===== src/rtl/ctrl_pkg.sv =====
// Shared types and constants for the hard-wired control sequencer: states,
// opcodes, ALU codes, datapath enable/bus-select bit positions and decode helpers.
package ctrl_pkg;

  localparam int NUM_EN = 32;
  localparam int ALU_W  = 5;

  typedef enum logic [3:0] {
    ST_RST, ST_T0, ST_T1, ST_T2, ST_T3, ST_T4, ST_T5, ST_T6, ST_T7, ST_HALT
  } state_t;

  typedef logic [4:0] opcode_t;

  localparam opcode_t OP_LD   = 5'd0,  OP_LDI  = 5'd1,  OP_ST   = 5'd2,  OP_ADD  = 5'd3;
  localparam opcode_t OP_SUB  = 5'd4,  OP_AND  = 5'd5,  OP_OR   = 5'd6,  OP_SHR  = 5'd7;
  localparam opcode_t OP_SHRA = 5'd8,  OP_SHL  = 5'd9,  OP_ROR  = 5'd10, OP_ROL  = 5'd11;
  localparam opcode_t OP_ADDI = 5'd12, OP_ANDI = 5'd13, OP_ORI  = 5'd14, OP_MUL  = 5'd15;
  localparam opcode_t OP_DIV  = 5'd16, OP_NEG  = 5'd17, OP_NOT  = 5'd18, OP_BR   = 5'd19;
  localparam opcode_t OP_JR   = 5'd20, OP_JAL  = 5'd21, OP_IN   = 5'd22, OP_OUT  = 5'd23;
  localparam opcode_t OP_MFHI = 5'd24, OP_MFLO = 5'd25, OP_NOP  = 5'd26, OP_HALT = 5'd27;

  localparam logic [ALU_W-1:0] ALU_ADD = 5'd3, ALU_AND = 5'd5, ALU_OR = 5'd6, ALU_INC_PC = 5'd14;

  localparam int EN_R15 = 15, EN_HI = 16, EN_LO = 17, EN_Z = 18, EN_Y = 19, EN_PC = 20;
  localparam int EN_MDR = 21, EN_OUTPORT = 22, EN_CON = 23, EN_IR = 24, EN_MAR = 25;

  localparam int BS_HI = 16, BS_LO = 17, BS_ZHI = 18, BS_ZLO = 19, BS_PC = 20;
  localparam int BS_MDR = 21, BS_INPORT = 22, BS_C = 23;

  typedef struct packed {
    logic [NUM_EN-1:0] enable;
    logic [NUM_EN-1:0] bus_select;
    logic [ALU_W-1:0]  alu_op;
    logic gra, grb, grc, rin, rout, baout;
    logic md_read, read_ram, write_ram, run;
  } ctrl_out_t;

  function automatic logic [ALU_W-1:0] alu_code(opcode_t op);
    case (op)
      OP_ADDI: return ALU_ADD;
      OP_ANDI: return ALU_AND;
      OP_ORI:  return ALU_OR;
      OP_ADD, OP_SUB, OP_AND, OP_OR, OP_SHR, OP_SHRA, OP_SHL, OP_ROR, OP_ROL,
      OP_MUL, OP_DIV, OP_NEG, OP_NOT: return op;
      default: return '0;
    endcase
  endfunction

  // Final execute step of each instruction; anything unlisted is a one-step T3 op.
  function automatic state_t last_step(opcode_t op);
    case (op)
      OP_LD, OP_ST: return ST_T7;
      OP_MUL, OP_DIV, OP_BR: return ST_T6;
      OP_LDI, OP_ADD, OP_SUB, OP_AND, OP_OR, OP_SHR, OP_SHRA, OP_SHL, OP_ROR, OP_ROL,
      OP_ADDI, OP_ANDI, OP_ORI: return ST_T5;
      OP_NEG, OP_NOT, OP_JAL: return ST_T4;
      default: return ST_T3;
    endcase
  endfunction

endpackage


===== src/rtl/ctrl_sequencer_if.sv =====
// Control bundle between sequencer and datapath. Defining CTRL_MEM_WAIT_EN
// adds the mem_ready input used to stretch RAM steps.
interface ctrl_sequencer_if;
  import ctrl_pkg::*;

  logic [31:0]       ir;
  logic              con_ff;
  logic [NUM_EN-1:0] enable;
  logic [NUM_EN-1:0] bus_select;
  logic [ALU_W-1:0]  alu_op;
  logic gra, grb, grc, rin, rout, baout;
  logic md_read, read_ram, write_ram, run;
`ifdef CTRL_MEM_WAIT_EN
  logic mem_ready;

  modport master (input ir, con_ff, mem_ready,
                  output enable, bus_select, alu_op, gra, grb, grc, rin, rout, baout,
                         md_read, read_ram, write_ram, run);
  modport slave  (output ir, con_ff, mem_ready,
                  input enable, bus_select, alu_op, gra, grb, grc, rin, rout, baout,
                        md_read, read_ram, write_ram, run);
`else
  modport master (input ir, con_ff,
                  output enable, bus_select, alu_op, gra, grb, grc, rin, rout, baout,
                         md_read, read_ram, write_ram, run);
  modport slave  (output ir, con_ff,
                  input enable, bus_select, alu_op, gra, grb, grc, rin, rout, baout,
                        md_read, read_ram, write_ram, run);
`endif
endinterface


===== src/rtl/ctrl_decode.sv =====
// Moore output decode: maps the current step and latched opcode (plus con_ff
// for the branch) onto every datapath control strobe.
module ctrl_decode
  import ctrl_pkg::*;
(
  input  state_t    state,
  input  opcode_t   opcode,
  input  logic      con_ff,
  output ctrl_out_t ctl
);

  always_comb begin
    ctl = '0;
    case (state)
      ST_T0: begin
        ctl.run = 1'b1;
        ctl.bus_select[BS_PC] = 1'b1;
        ctl.enable[EN_MAR] = 1'b1;
        ctl.enable[EN_Z] = 1'b1;
        ctl.alu_op = ALU_INC_PC;
      end
      ST_T1: begin
        ctl.run = 1'b1;
        ctl.bus_select[BS_ZLO] = 1'b1;
        ctl.enable[EN_PC] = 1'b1;
        ctl.enable[EN_MDR] = 1'b1;
        ctl.md_read = 1'b1;
        ctl.read_ram = 1'b1;
      end
      ST_T2: begin
        ctl.run = 1'b1;
        ctl.bus_select[BS_MDR] = 1'b1;
        ctl.enable[EN_IR] = 1'b1;
      end
      ST_T3, ST_T4, ST_T5, ST_T6, ST_T7: begin
        ctl.run = 1'b1;
        case (opcode)
          OP_LD, OP_LDI, OP_ST: begin
            case (state)
              ST_T3: begin ctl.grb = 1'b1; ctl.baout = 1'b1; ctl.enable[EN_Y] = 1'b1; end
              ST_T4: begin ctl.bus_select[BS_C] = 1'b1; ctl.alu_op = ALU_ADD; ctl.enable[EN_Z] = 1'b1; end
              ST_T5: begin
                ctl.bus_select[BS_ZLO] = 1'b1;
                if (opcode == OP_LDI) begin ctl.gra = 1'b1; ctl.rin = 1'b1; end
                else ctl.enable[EN_MAR] = 1'b1;
              end
              ST_T6: begin
                ctl.enable[EN_MDR] = 1'b1;
                if (opcode == OP_LD) begin ctl.md_read = 1'b1; ctl.read_ram = 1'b1; end
                else begin ctl.gra = 1'b1; ctl.rout = 1'b1; end
              end
              ST_T7: begin
                if (opcode == OP_LD) begin
                  ctl.bus_select[BS_MDR] = 1'b1; ctl.gra = 1'b1; ctl.rin = 1'b1;
                end else ctl.write_ram = 1'b1;
              end
              default: ;
            endcase
          end
          OP_ADD, OP_SUB, OP_AND, OP_OR, OP_SHR, OP_SHRA, OP_SHL, OP_ROR, OP_ROL,
          OP_ADDI, OP_ANDI, OP_ORI: begin
            case (state)
              ST_T3: begin ctl.grb = 1'b1; ctl.rout = 1'b1; ctl.enable[EN_Y] = 1'b1; end
              ST_T4: begin
                if (opcode >= OP_ADDI) ctl.bus_select[BS_C] = 1'b1;
                else begin ctl.grc = 1'b1; ctl.rout = 1'b1; end
                ctl.alu_op = alu_code(opcode);
                ctl.enable[EN_Z] = 1'b1;
              end
              ST_T5: begin ctl.bus_select[BS_ZLO] = 1'b1; ctl.gra = 1'b1; ctl.rin = 1'b1; end
              default: ;
            endcase
          end
          OP_MUL, OP_DIV: begin
            case (state)
              ST_T3: begin ctl.gra = 1'b1; ctl.rout = 1'b1; ctl.enable[EN_Y] = 1'b1; end
              ST_T4: begin
                ctl.grb = 1'b1; ctl.rout = 1'b1; ctl.alu_op = alu_code(opcode); ctl.enable[EN_Z] = 1'b1;
              end
              ST_T5: begin ctl.bus_select[BS_ZLO] = 1'b1; ctl.enable[EN_LO] = 1'b1; end
              ST_T6: begin ctl.bus_select[BS_ZHI] = 1'b1; ctl.enable[EN_HI] = 1'b1; end
              default: ;
            endcase
          end
          OP_NEG, OP_NOT: begin
            if (state == ST_T3) begin
              ctl.grb = 1'b1; ctl.rout = 1'b1; ctl.alu_op = alu_code(opcode); ctl.enable[EN_Z] = 1'b1;
            end else if (state == ST_T4) begin
              ctl.bus_select[BS_ZLO] = 1'b1; ctl.gra = 1'b1; ctl.rin = 1'b1;
            end
          end
          OP_BR: begin
            case (state)
              ST_T3: begin ctl.gra = 1'b1; ctl.rout = 1'b1; ctl.enable[EN_CON] = 1'b1; end
              ST_T4: begin ctl.bus_select[BS_PC] = 1'b1; ctl.enable[EN_Y] = 1'b1; end
              ST_T5: begin ctl.bus_select[BS_C] = 1'b1; ctl.alu_op = ALU_ADD; ctl.enable[EN_Z] = 1'b1; end
              ST_T6: begin ctl.bus_select[BS_ZLO] = 1'b1; ctl.enable[EN_PC] = con_ff; end
              default: ;
            endcase
          end
          OP_JR:  if (state == ST_T3) begin ctl.gra = 1'b1; ctl.rout = 1'b1; ctl.enable[EN_PC] = 1'b1; end
          OP_JAL: begin
            if (state == ST_T3) begin
              ctl.bus_select[BS_PC] = 1'b1; ctl.enable[EN_R15] = 1'b1;
            end else if (state == ST_T4) begin
              ctl.gra = 1'b1; ctl.rout = 1'b1; ctl.enable[EN_PC] = 1'b1;
            end
          end
          OP_IN:   begin ctl.bus_select[BS_INPORT] = 1'b1; ctl.gra = 1'b1; ctl.rin = 1'b1; end
          OP_OUT:  begin ctl.gra = 1'b1; ctl.rout = 1'b1; ctl.enable[EN_OUTPORT] = 1'b1; end
          OP_MFHI: begin ctl.bus_select[BS_HI] = 1'b1; ctl.gra = 1'b1; ctl.rin = 1'b1; end
          OP_MFLO: begin ctl.bus_select[BS_LO] = 1'b1; ctl.gra = 1'b1; ctl.rin = 1'b1; end
          default: ;
        endcase
      end
      default: ;
    endcase
  end

endmodule


===== src/rtl/ctrl_sequencer.sv =====
// Hard-wired control unit: fetch T0-T2, opcode latch, execute T3-T7, HALT.
// Defining CTRL_MEM_WAIT_EN makes RAM steps wait for bus.mem_ready.
module ctrl_sequencer
  import ctrl_pkg::*;
(
  input  logic clk,
  input  logic clr,
  ctrl_sequencer_if.master bus
);

  state_t    state, next_state;
  opcode_t   opcode;
  ctrl_out_t ctl;
  logic      advance;
  logic      unused_ir;

  assign unused_ir = ^bus.ir[26:0];

  ctrl_decode u_decode (
    .state  (state),
    .opcode (opcode),
    .con_ff (bus.con_ff),
    .ctl    (ctl)
  );

`ifdef CTRL_MEM_WAIT_EN
  assign advance = bus.mem_ready || !(ctl.read_ram || ctl.write_ram);
`else
  assign advance = 1'b1;
`endif

  always_comb begin
    next_state = state;
    case (state)
      ST_RST:  next_state = ST_T0;
      ST_T0:   next_state = ST_T1;
      ST_T1:   next_state = ST_T2;
      ST_T2:   next_state = ST_T3;
      ST_HALT: next_state = ST_HALT;
      ST_T3, ST_T4, ST_T5, ST_T6: begin
        if (state == last_step(opcode))
          next_state = (opcode == OP_HALT) ? ST_HALT : ST_T0;
        else
          next_state = state_t'(state + 4'd1);
      end
      default: next_state = ST_T0;
    endcase
  end

  // The opcode is captured on the edge that leaves T2, so it is valid from T3 on.
  always_ff @(posedge clk or negedge clr) begin
    if (!clr) begin
      state  <= ST_RST;
      opcode <= '0;
    end else if (advance) begin
      state <= next_state;
      if (state == ST_T2) opcode <= bus.ir[31:27];
    end
  end

  assign bus.enable     = ctl.enable;
  assign bus.bus_select = ctl.bus_select;
  assign bus.alu_op     = ctl.alu_op;
  assign bus.gra        = ctl.gra;
  assign bus.grb        = ctl.grb;
  assign bus.grc        = ctl.grc;
  assign bus.rin        = ctl.rin;
  assign bus.rout       = ctl.rout;
  assign bus.baout      = ctl.baout;
  assign bus.md_read    = ctl.md_read;
  assign bus.read_ram   = ctl.read_ram;
  assign bus.write_ram  = ctl.write_ram;
  assign bus.run        = ctl.run;

  bus_onehot: assert property (@(posedge clk) disable iff (!clr) $onehot0(bus.bus_select));

endmodule


===== src/flat_wrapper.sv =====
// flat-port wrapper written by rule: the top's interface ports become plain ports
module ctrl_sequencer_flat import ctrl_pkg::*;
  (clk, clr, bus_ir, bus_con_ff, bus_enable, bus_bus_select, bus_alu_op, bus_gra, bus_grb, bus_grc, bus_rin, bus_rout, bus_baout, bus_md_read, bus_read_ram, bus_write_ram, bus_run);
  ctrl_sequencer_if bus_i ();
  input  logic clk;
  input  logic clr;
  input wire logic [$bits(bus_i.ir)-1:0] bus_ir;
  input wire logic [$bits(bus_i.con_ff)-1:0] bus_con_ff;
  output wire logic [$bits(bus_i.enable)-1:0] bus_enable;
  output wire logic [$bits(bus_i.bus_select)-1:0] bus_bus_select;
  output wire logic [$bits(bus_i.alu_op)-1:0] bus_alu_op;
  output wire logic [$bits(bus_i.gra)-1:0] bus_gra;
  output wire logic [$bits(bus_i.grb)-1:0] bus_grb;
  output wire logic [$bits(bus_i.grc)-1:0] bus_grc;
  output wire logic [$bits(bus_i.rin)-1:0] bus_rin;
  output wire logic [$bits(bus_i.rout)-1:0] bus_rout;
  output wire logic [$bits(bus_i.baout)-1:0] bus_baout;
  output wire logic [$bits(bus_i.md_read)-1:0] bus_md_read;
  output wire logic [$bits(bus_i.read_ram)-1:0] bus_read_ram;
  output wire logic [$bits(bus_i.write_ram)-1:0] bus_write_ram;
  output wire logic [$bits(bus_i.run)-1:0] bus_run;
  assign bus_i.ir = bus_ir;
  assign bus_i.con_ff = bus_con_ff;
  assign bus_enable = bus_i.enable;
  assign bus_bus_select = bus_i.bus_select;
  assign bus_alu_op = bus_i.alu_op;
  assign bus_gra = bus_i.gra;
  assign bus_grb = bus_i.grb;
  assign bus_grc = bus_i.grc;
  assign bus_rin = bus_i.rin;
  assign bus_rout = bus_i.rout;
  assign bus_baout = bus_i.baout;
  assign bus_md_read = bus_i.md_read;
  assign bus_read_ram = bus_i.read_ram;
  assign bus_write_ram = bus_i.write_ram;
  assign bus_run = bus_i.run;
  ctrl_sequencer u_core (.clk(clk), .clr(clr), .bus(bus_i));
endmodule

===== config.mk =====
export PLATFORM = sky130hd
export DESIGN_NAME = ctrl_sequencer_flat
export DESIGN_NICKNAME = d
export VERILOG_FILES = /design/src/rtl/ctrl_pkg.sv /design/src/rtl/ctrl_sequencer_if.sv /design/src/rtl/ctrl_decode.sv /design/src/rtl/ctrl_sequencer.sv /design/src/flat_wrapper.sv
export SDC_FILE = /design/constraint.sdc
export NUM_CORES = 1
export LEC_CHECK = 0
export CORE_ASPECT_RATIO = 1.1
export CORE_MARGIN = 4
export CORE_UTILIZATION = 34
export CTS_CLUSTER_SIZE = 12
export DETAILED_ROUTE_END_ITERATION = 16
export GPL_ROUTABILITY_DRIVEN = 0
export PLACE_DENSITY = 0.78
export SYNTH_ARGS = -nofsm -noshare
export SYNTH_HDL_FRONTEND = slang
export SYNTH_SLANG_ARGS = --single-unit

===== constraint.sdc =====
create_clock -name clk -period 2.3 [get_ports clk]
set_input_delay 0.575 -clock clk [delete_from_list [all_inputs] [get_ports clk]]
set_output_delay 0.575 -clock clk [all_outputs]
set_load 0.05 [all_outputs]

==> results of run 1 <==
## path summary, 6_finish.rpt
check	from	endpoint	slack [ps]
min in group clk	u_core.state[3]	u_core.state[0]	710
max	u_core.opcode[1]	bus_rout	-660
max reg2reg	u_core.state[0]	u_core.state[3]	70
min reg2reg	u_core.state[3]	u_core.state[0]	710
max in group asynchronous	clr	u_core.opcode[0]	1350
min	clr	u_core.opcode[4]	640
## stage by stage
stage / worst slack, ps / utilization, % / power [mW] / TNS (ps)
6_report: -656.3 / 72.32 / 5.935 / -9742
5_1_grt: -737.0 / 72.32 / 6.247 / -11940
4_1_cts: -612.9 / 66.74 / 5.304 / -8381
3_5_place_dp: -478.2 / 58.42 / 4.494 / -5361
3_3_place_gp: -411.7 / 58.42 / 4.398 / -4408
2_1_floorplan: -477.6 / - / 2.907 / -5329
## cell usage in the layout (no fill, tap or decap), types with 7 or more instances in the layout
cell type / synthesis / routed
sky130_fd_sc_hd__buf_12: 0 / 23
sky130_fd_sc_hd__o21ai_0: 17 / 10
sky130_fd_sc_hd__nor2_4: 1 / 9
sky130_fd_sc_hd__conb_1: 1 / 45
sky130_fd_sc_hd__buf_4: 47 / 80
sky130_fd_sc_hd__clkdlybuf4s50_1: 0 / 7
sky130_fd_sc_hd__ha_4: 0 / 7
sky130_fd_sc_hd__buf_6: 0 / 33
sky130_fd_sc_hd__nand2_1: 25 / 19
## cells in the mapped netlist, types with 2 or more instances
cell | n | area [µm²]
sky130_fd_sc_hd__a21oi_1 | 5 | 25.02
sky130_fd_sc_hd__and2_1 | 6 | 37.54
sky130_fd_sc_hd__nor2_1 | 14 | 52.55
sky130_fd_sc_hd__or2_2 | 2 | 12.51
sky130_fd_sc_hd__xnor2_1 | 3 | 26.28
sky130_fd_sc_hd__nor2b_1 | 6 | 37.54
sky130_fd_sc_hd__and4_1 | 2 | 17.52
sky130_fd_sc_hd__a22oi_1 | 2 | 15.01
sky130_fd_sc_hd__nand3_1 | 4 | 20.02
sky130_fd_sc_hd__o21ai_1 | 3 | 15.01
sky130_fd_sc_hd__inv_1 | 7 | 26.28
sky130_fd_sc_hd__nand2b_1 | 2 | 12.51
sky130_fd_sc_hd__nand4_1 | 3 | 18.77
sky130_fd_sc_hd__buf_2 | 9 | 45.04
sky130_fd_sc_hd__ha_1 | 8 | 100.1
sky130_fd_sc_hd__clkbuf_1 | 5 | 18.77
sky130_fd_sc_hd__o31ai_4 | 2 | 42.54
sky130_fd_sc_hd__a221o_1 | 2 | 20.02
sky130_fd_sc_hd__a21o_1 | 2 | 15.01
sky130_fd_sc_hd__a31o_2 | 2 | 17.52
sky130_fd_sc_hd__o21ai_0 | 17 | 85.08
sky130_fd_sc_hd__nand2_1 | 25 | 93.84
sky130_fd_sc_hd__nor3_1 | 5 | 25.02
sky130_fd_sc_hd__o22ai_1 | 2 | 12.51
sky130_fd_sc_hd__o31ai_1 | 5 | 37.54
sky130_fd_sc_hd__dfrtp_1 | 9 | 225.2
sky130_fd_sc_hd__buf_4 | 47 | 352.8
sky130_fd_sc_hd__nand3b_1 | 4 | 30.03
## critical path, cell delays in order (launching register included)
cell and delay (ps):
sky130_fd_sc_hd__dfrtp_2 440, sky130_fd_sc_hd__buf_4 150, sky130_fd_sc_hd__buf_6 110, sky130_fd_sc_hd__ha_4 180, sky130_fd_sc_hd__nand4b_1 140, sky130_fd_sc_hd__o31a_1 330, sky130_fd_sc_hd__nor2_1 130, sky130_fd_sc_hd__nor4_2 430
sky130_fd_sc_hd__nor3_4 70, sky130_fd_sc_hd__buf_6 160
## metal layers
metal | track usage, % | wire length (µm) | vias up
met5 | 0 | 0 | -
met4 | 9.871 | 285 | 0
met3 | 2.146 | 401 | 25
met2 | 36.45 | 4031 | 112
met1 | 21.28 | 2715 | 1068
li1 | - | - | 1037
## cell type report
class / instances / area, µm² / area share (%)
tap: 58 / 72.57 / 1.980
multi-input combinational: 206 / 1735 / 47.35
inverter: 8 / 35.03 / 0.9560
clock buffer: 4 / 45.04 / 1.229
timing repair buffer: 146 / 1548 / 42.23
sequential: 9 / 229.0 / 6.248
## state kept, by name, summed over array words and instances, names as in the netlist
| name | count |
|---|---|
| u_core.opcode | 5 |
| u_core.state | 4 |
## cell families after synthesis
kind of cell             synth area share (%)
AND/OR/NAND/NOR                         26.61
buffers and inverters                   24.74
AO/OA/AOI/OAI                           27.86
flip-flops                              12.47
adder cells (fa/ha/maj)                 5.544
XOR/XNOR                                1.941
other                                  0.2077
multiplexers                           0.6237
## power groups by stage
| stage | Sequential [mW] | Combinational [mW] | Clock (mW) |
|---|---|---|---|
| 4_1_cts | 0.314 | 4.81 | 0.181 |
| 5_1_grt | 0.335 | 5.72 | 0.191 |
| 6_report | 0.324 | 5.44 | 0.176 |
| 3_3_place_gp | 0.287 | 4.11 | 0 |
| 2_1_floorplan | 0.306 | 2.60 | 0 |
| 3_5_place_dp | 0.294 | 4.20 | 0 |
## timing repair
item                       in CTS  in global routing
setup endpoints to repair      34                 34
pin swaps                      28                 32
setup buffers                  11                 19
resized for setup              75                 36
==> flow_summary.rst, run 1 <==
.. list-table::
   :header-rows: 1

   * - Metric
     - Value
   * - Drt first-iter violations
     - 180
   * - Required time at the worst-slack endpoint
     - about 1700 ps
   * - Fraction of the cycle the final worst path needs
     - 128.5%
   * - Switching Power
     - around 3.1 mW
   * - Capturing element type of the critical path
     - output port
   * - Die Height
     - around 84 µm
   * - Number of buffers between clock root and the deepest sink
     - 2
   * - Filler Cells Inserted
     - between 300 and 400
   * - Hold Violations, Final
     - 0
   * - Final-stage net count
     - roughly 420
   * - Top FF cell, synth
     - sky130_fd_sc_hd__dfrtp_1
   * - Number of clock buffers inserted by TritonCTS
     - 3
   * - Number of vias per cell
     - approximately 5.2
   * - # diodes
     - 0
   * - Final min period
     - between 2000 and 3000 ps
   * - Number of nets still failing antenna checks after routing
     - 0
   * - Power per cell area
     - around 1600 nW/µm²
   * - Area Overhead vs Synth
     - 103.0%
   * - DIE AREA
     - ~6500 µm²
   * - Number of cells on the worst reg-to-reg path
     - 9
   * - Int Pwr
     - 2.858 mW
   * - Number of pins exceeding their max-slew limit in the final report
     - 0
   * - Part of the total power dissipated in the clock network
     - under 10%
   * - Post-route design area
     - 3665 µm²
   * - Total placed cells including tap cells
     - 400
   * - Fraction of power consumed by combinational cells
     - around 92%
   * - Initial cell density of the core
     - 35.63%
   * - Max-cap violations
     - 0
   * - Final Instance Count excl. Fillers
     - around 430
   * - Final WS setup
     - -656.3 ps
   * - Total length of routed wires
     - about 7400 µm
   * - Post-synthesis register bit count
     - 9
   * - Fraction of the yosys area taken by sequential cells
     - ~12%
   * - Clock insertion delay at the later pin of the skew report
     - 230 ps
   * - DRC Markers
     - 0
   * - Worst hold slack
     - 640.7 ps
   * - Final global-route overflow total
     - 0
   * - Detailed-placement wirelength estimate
     - between 4000 and 5000 µm
   * - Core area
     - 5067 µm²
   * - Highest clock rate
     - 338.3 MHz
   * - Number of buffers inserted for hold repair after clock tree synthesis
     - 0
   * - Net switching fraction of the power
     - just over 50%
   * - # IOs
     - between 100 and 150
   * - CTS root buf
     - sky130_fd_sc_hd__clkbuf_8
   * - Cell Area, Synth
     - 1805 µm²
   * - Post-detailed-route wirelength per cell
     - between 15 and 20 µm
   * - Peak supply drop
     - between 0.001 and 0.0015 V
   * - Path category of the worst min-delay check
     - input pin to async pin
   * - Post-synth EDFFs
     - 0
   * - Crit start category
     - flop
   * - Via count
     - between 2000 and 2500
   * - TritonCTS clock tree
     - yes
   * - Maximum number of pins on one net before global-route repair
     - 22
   * - Sequential share of power
     - ~5.5%
   * - RSZ-0062 raised after global routing
     - true
   * - Total of endpoints with negative setup slack in the final report
     - 30
   * - All-layer global routing usage
     - about 19%
   * - Average instance area after synthesis
     - 7.523 µm²
   * - Arrival time of the worst setup path
     - about 2400 ps
   * - DR pass1 iterations
     - 4
   * - Global-route wire length before repair
     - approximately 11000 µm
   * - Result of the run
     - complete, but fails checks
   * - Leakage component of the power
     - 1.609 nW
   * - Synth cell types
     - between 60 and 70
   * - Number of antenna violations at the first check in global routing
     - 0
   * - Clock transition at the register clock pins on the worst setup and hold paths after CTS
     - 40 ps
   * - CTS H-tree lvls
     - 1
   * - Instance area at placement
     - 2960 µm²
   * - Horizontal die dimension
     - just under 80 µm
   * - Critical path fanouts, max
     - 6
   * - Number of cells produced by synthesis
     - 240
   * - Fraction of layout instances using a drive strength above 1
     - approximately 60%
   * - Port Buffer Count
     - 41
   * - Clock Skews
     - between 2 and 3 ps
   * - Via count of the first global-routing pass
     - around 2200
   * - Cell row count
     - 27
   * - Failing checks
     - negative setup slack
   * - Number of warnings issued by yosys
     - 0
   * - Async SR Flop Fraction
     - 100.0%
   * - Clock Sinks
     - 9
   * - Crit Path Category
     - flop to output port
(Power assumes the default switching activity.)
==> run 2: changes to the inputs <==
--- a/config.mk
+++ b/config.mk
@@ -6,7 +6,7 @@
 export NUM_CORES = 1
 export LEC_CHECK = 0
 export CORE_ASPECT_RATIO = 1.1
-export CORE_MARGIN = 4
+export CORE_MARGIN = 8
 export CORE_UTILIZATION = 34
 export CTS_CLUSTER_SIZE = 12
 export DETAILED_ROUTE_END_ITERATION = 16
==> flow_summary.rst, run 2 (synthesis gave the netlist of run 1 again) <==
.. list-table::
   :header-rows: 1

   * - Metric
     - Value
   * - Crit Path Category
     - flop to output port
   * - Final WS setup
     - -622.5 ps
   * - Total Negative Setup Slacks
     - -9910 ps
   * - Fraction of layout instances using a drive strength above 1
     - between 50% and 60%
   * - Arrival time of the worst setup path
     - between 2000 and 2500 ps
   * - Final global-route overflow total
     - 0
   * - All-layer global routing usage
     - ~18%
   * - Core area
     - about 5300 µm²
   * - Critical path fanouts, max
     - 4
   * - Capturing element type of the critical path
     - output port
   * - Post-route design area
     - roughly 3500 µm²
   * - Worst flop-to-flop path endpoint
     - u_core.state[3]
   * - # IOs
     - between 100 and 150
   * - Top library cells by usage in the layout, fill and taps aside
     - sky130_fd_sc_hd__buf_4 (88), sky130_fd_sc_hd__conb_1 (45), sky130_fd_sc_hd__buf_6 (25)
   * - Number of buffers inserted for hold repair after clock tree synthesis
     - 0
   * - Die Height
     - between 90 and 100 µm
   * - DRC Markers
     - 0
   * - Clock Sinks
     - 9
   * - Max-cap violations
     - 0
   * - DIE AREA
     - 7901 µm²
   * - TritonCTS clock tree
     - yes
   * - Peak supply drop
     - between 0.0009 and 0.001 V
   * - Clock transition at the register clock pins on the worst setup and hold paths after CTS
     - about 40 ps
   * - Number of buffers between clock root and the deepest sink
     - 2
   * - Via count of the first global-routing pass
     - between 2000 and 2500
   * - Highest clock rate
     - ~340 MHz
   * - Filler Cells Inserted
     - between 300 and 400
   * - # diodes
     - 0
   * - Via count
     - 2235
   * - Fraction of the cycle the final worst path needs
     - 127.1%
   * - DR pass1 iterations
     - 4
   * - Hold Violations, Final
     - 0
   * - Number of antenna violations at the first check in global routing
     - 0
   * - Cell row count
     - 28
   * - Area Overhead vs Synth
     - 93.69%
   * - Clock insertion delay at the later pin of the skew report
     - roughly 230 ps
   * - Power per cell area
     - 1612 nW/µm²
   * - Flip-flop and latch area
     - ~230 µm²
   * - CTS H-tree lvls
     - 1
   * - Final-stage net count
     - 414
   * - Total length of routed wires
     - around 7200 µm
   * - Area of combinational cells with multiple inputs
     - 1649 µm²
   * - Port Buffer Count
     - 41
   * - Most common cell after layout, fill and taps aside
     - sky130_fd_sc_hd__buf_4
   * - Detailed-placement wirelength estimate
     - around 5200 µm
   * - Worst hold slack
     - ~640 ps
   * - Final min period
     - ~2900 ps
   * - Total of endpoints with negative setup slack in the final report
     - 30
   * - Number of clock buffers inserted by TritonCTS
     - 3
   * - Failing checks
     - negative setup slack
   * - Required time at the worst-slack endpoint
     - roughly 1700 ps
   * - CTS root buf
     - sky130_fd_sc_hd__clkbuf_8
   * - Maximum number of pins on one net before global-route repair
     - 20
   * - Crit start category
     - flop
   * - Number of cells on the worst reg-to-reg path
     - 8
   * - Global-route wire length before repair
     - 11590 µm
   * - Horizontal die dimension
     - roughly 85 µm
   * - Result of the run
     - complete, but fails checks
   * - Initial cell density of the core
     - 34.36%
   * - Clock Skews
     - 1.071 ps
   * - Slack of the worst reg-to-reg path
     - around 120 ps
   * - Max FFs per register
     - 5
   * - Instance area at placement
     - between 2000 and 3000 µm²
   * - Path category of the worst min-delay check
     - input pin to async pin
   * - RSZ-0062 raised after global routing
     - true
   * - Register containing the most flip-flops in the final layout
     - u_core.opcode
   * - Number of nets still failing antenna checks after routing
     - 0
   * - Minimum setup slack after placement
     - -459.5 ps
   * - Number of vias per cell
     - about 5.2
   * - RR Startpoint
     - u_core.state[0]
   * - Leakage component of the power
     - between 1.5 and 2 nW
   * - Biggest registers after layout
     - u_core.opcode x5, u_core.state x4
   * - Post-detailed-route wirelength per cell
     - 16.75 µm
   * - Drt first-iter violations
     - between 150 and 200
   * - Number of pins exceeding their max-slew limit in the final report
     - 0
## run 2: changes by cell type in the layout (fill, tap and decap cells not counted), sizes merged
cell,change
buf,-3
## run 2: how the worst max path moves through the flow
stage,slack [ps],from,to,cells after the start
after CTS,-590,u_core.opcode[1],bus_alu_op[1],8
after global routing,-710,u_core.opcode[1],bus_alu_op[0],9
after global placement,-420,u_core.opcode[0],bus_gra,7
final,-620,u_core.opcode[0],bus_alu_op[1],7
after floorplan,-480,u_core.state[1],bus_alu_op[1],7
after detailed placement,-460,u_core.opcode[1],bus_gra,8
## run 2: critical path, cell delays in order, from the launching register on
cell	delay (ps)
sky130_fd_sc_hd__dfrtp_2	440
sky130_fd_sc_hd__ha_2	240
sky130_fd_sc_hd__or3_4	440
sky130_fd_sc_hd__o221a_4	290
sky130_fd_sc_hd__o31ai_4	270
sky130_fd_sc_hd__buf_6	160
sky130_fd_sc_hd__o211ai_1	80
sky130_fd_sc_hd__buf_4	200
## run 2: timing repair
item                       4_1_cts  5_1_grt
setup endpoints to repair       33       32
pin swaps                       20        8
setup buffers                   18        8
resized for setup               63       13
## run 2: report_power, final
part	internal [mW]	total (mW)	leakage, nW	switching (mW)
combinational	2.35	5.15	1.42	2.80
sequential	0.236	0.309	0.109	0.0732
clock	0.120	0.176	0.0228	0.0560
## run 2: per-stage QoR
step / instances / power (mW) / util (%)
2_1_floorplan: 284 / 2.907 / -
3_5_place_dp: 401 / 4.517 / 56.24
6_report: 430 / 5.637 / 66.55
4_1_cts: 423 / 5.361 / 64.43
5_1_grt: 430 / 5.952 / 66.55
3_3_place_gp: 401 / 4.408 / 56.24
## run 2: routing by layer
layer	share of wire [%]	routed length (µm)	GRT usage, %
met5	0	0	0
met1	36	2562	18.41
met2	53	3809	32.82
met3	7.4	532	3.100
met4	4.1	297	10.53
## run 2: area by class of cell
class                      count  share of cell area [%]
clock buffer                   4                   1.288
inverter                       8                  0.9302
multi-input combinational    206                   47.16
sequential                     9                   6.512
tap                           60                   2.147
timing repair buffer         143                   41.97
==> run 3: changes to the inputs <==
--- a/config.mk
+++ b/config.mk
@@ -8,7 +8,6 @@
 export CORE_ASPECT_RATIO = 1.1
 export CORE_MARGIN = 8
 export CORE_UTILIZATION = 34
-export CTS_CLUSTER_SIZE = 12
 export DETAILED_ROUTE_END_ITERATION = 16
 export GPL_ROUTABILITY_DRIVEN = 0
 export PLACE_DENSITY = 0.78
==> results of run 3 <==
Same layout as run 2: the final DEF is identical, and so are final timing and power.
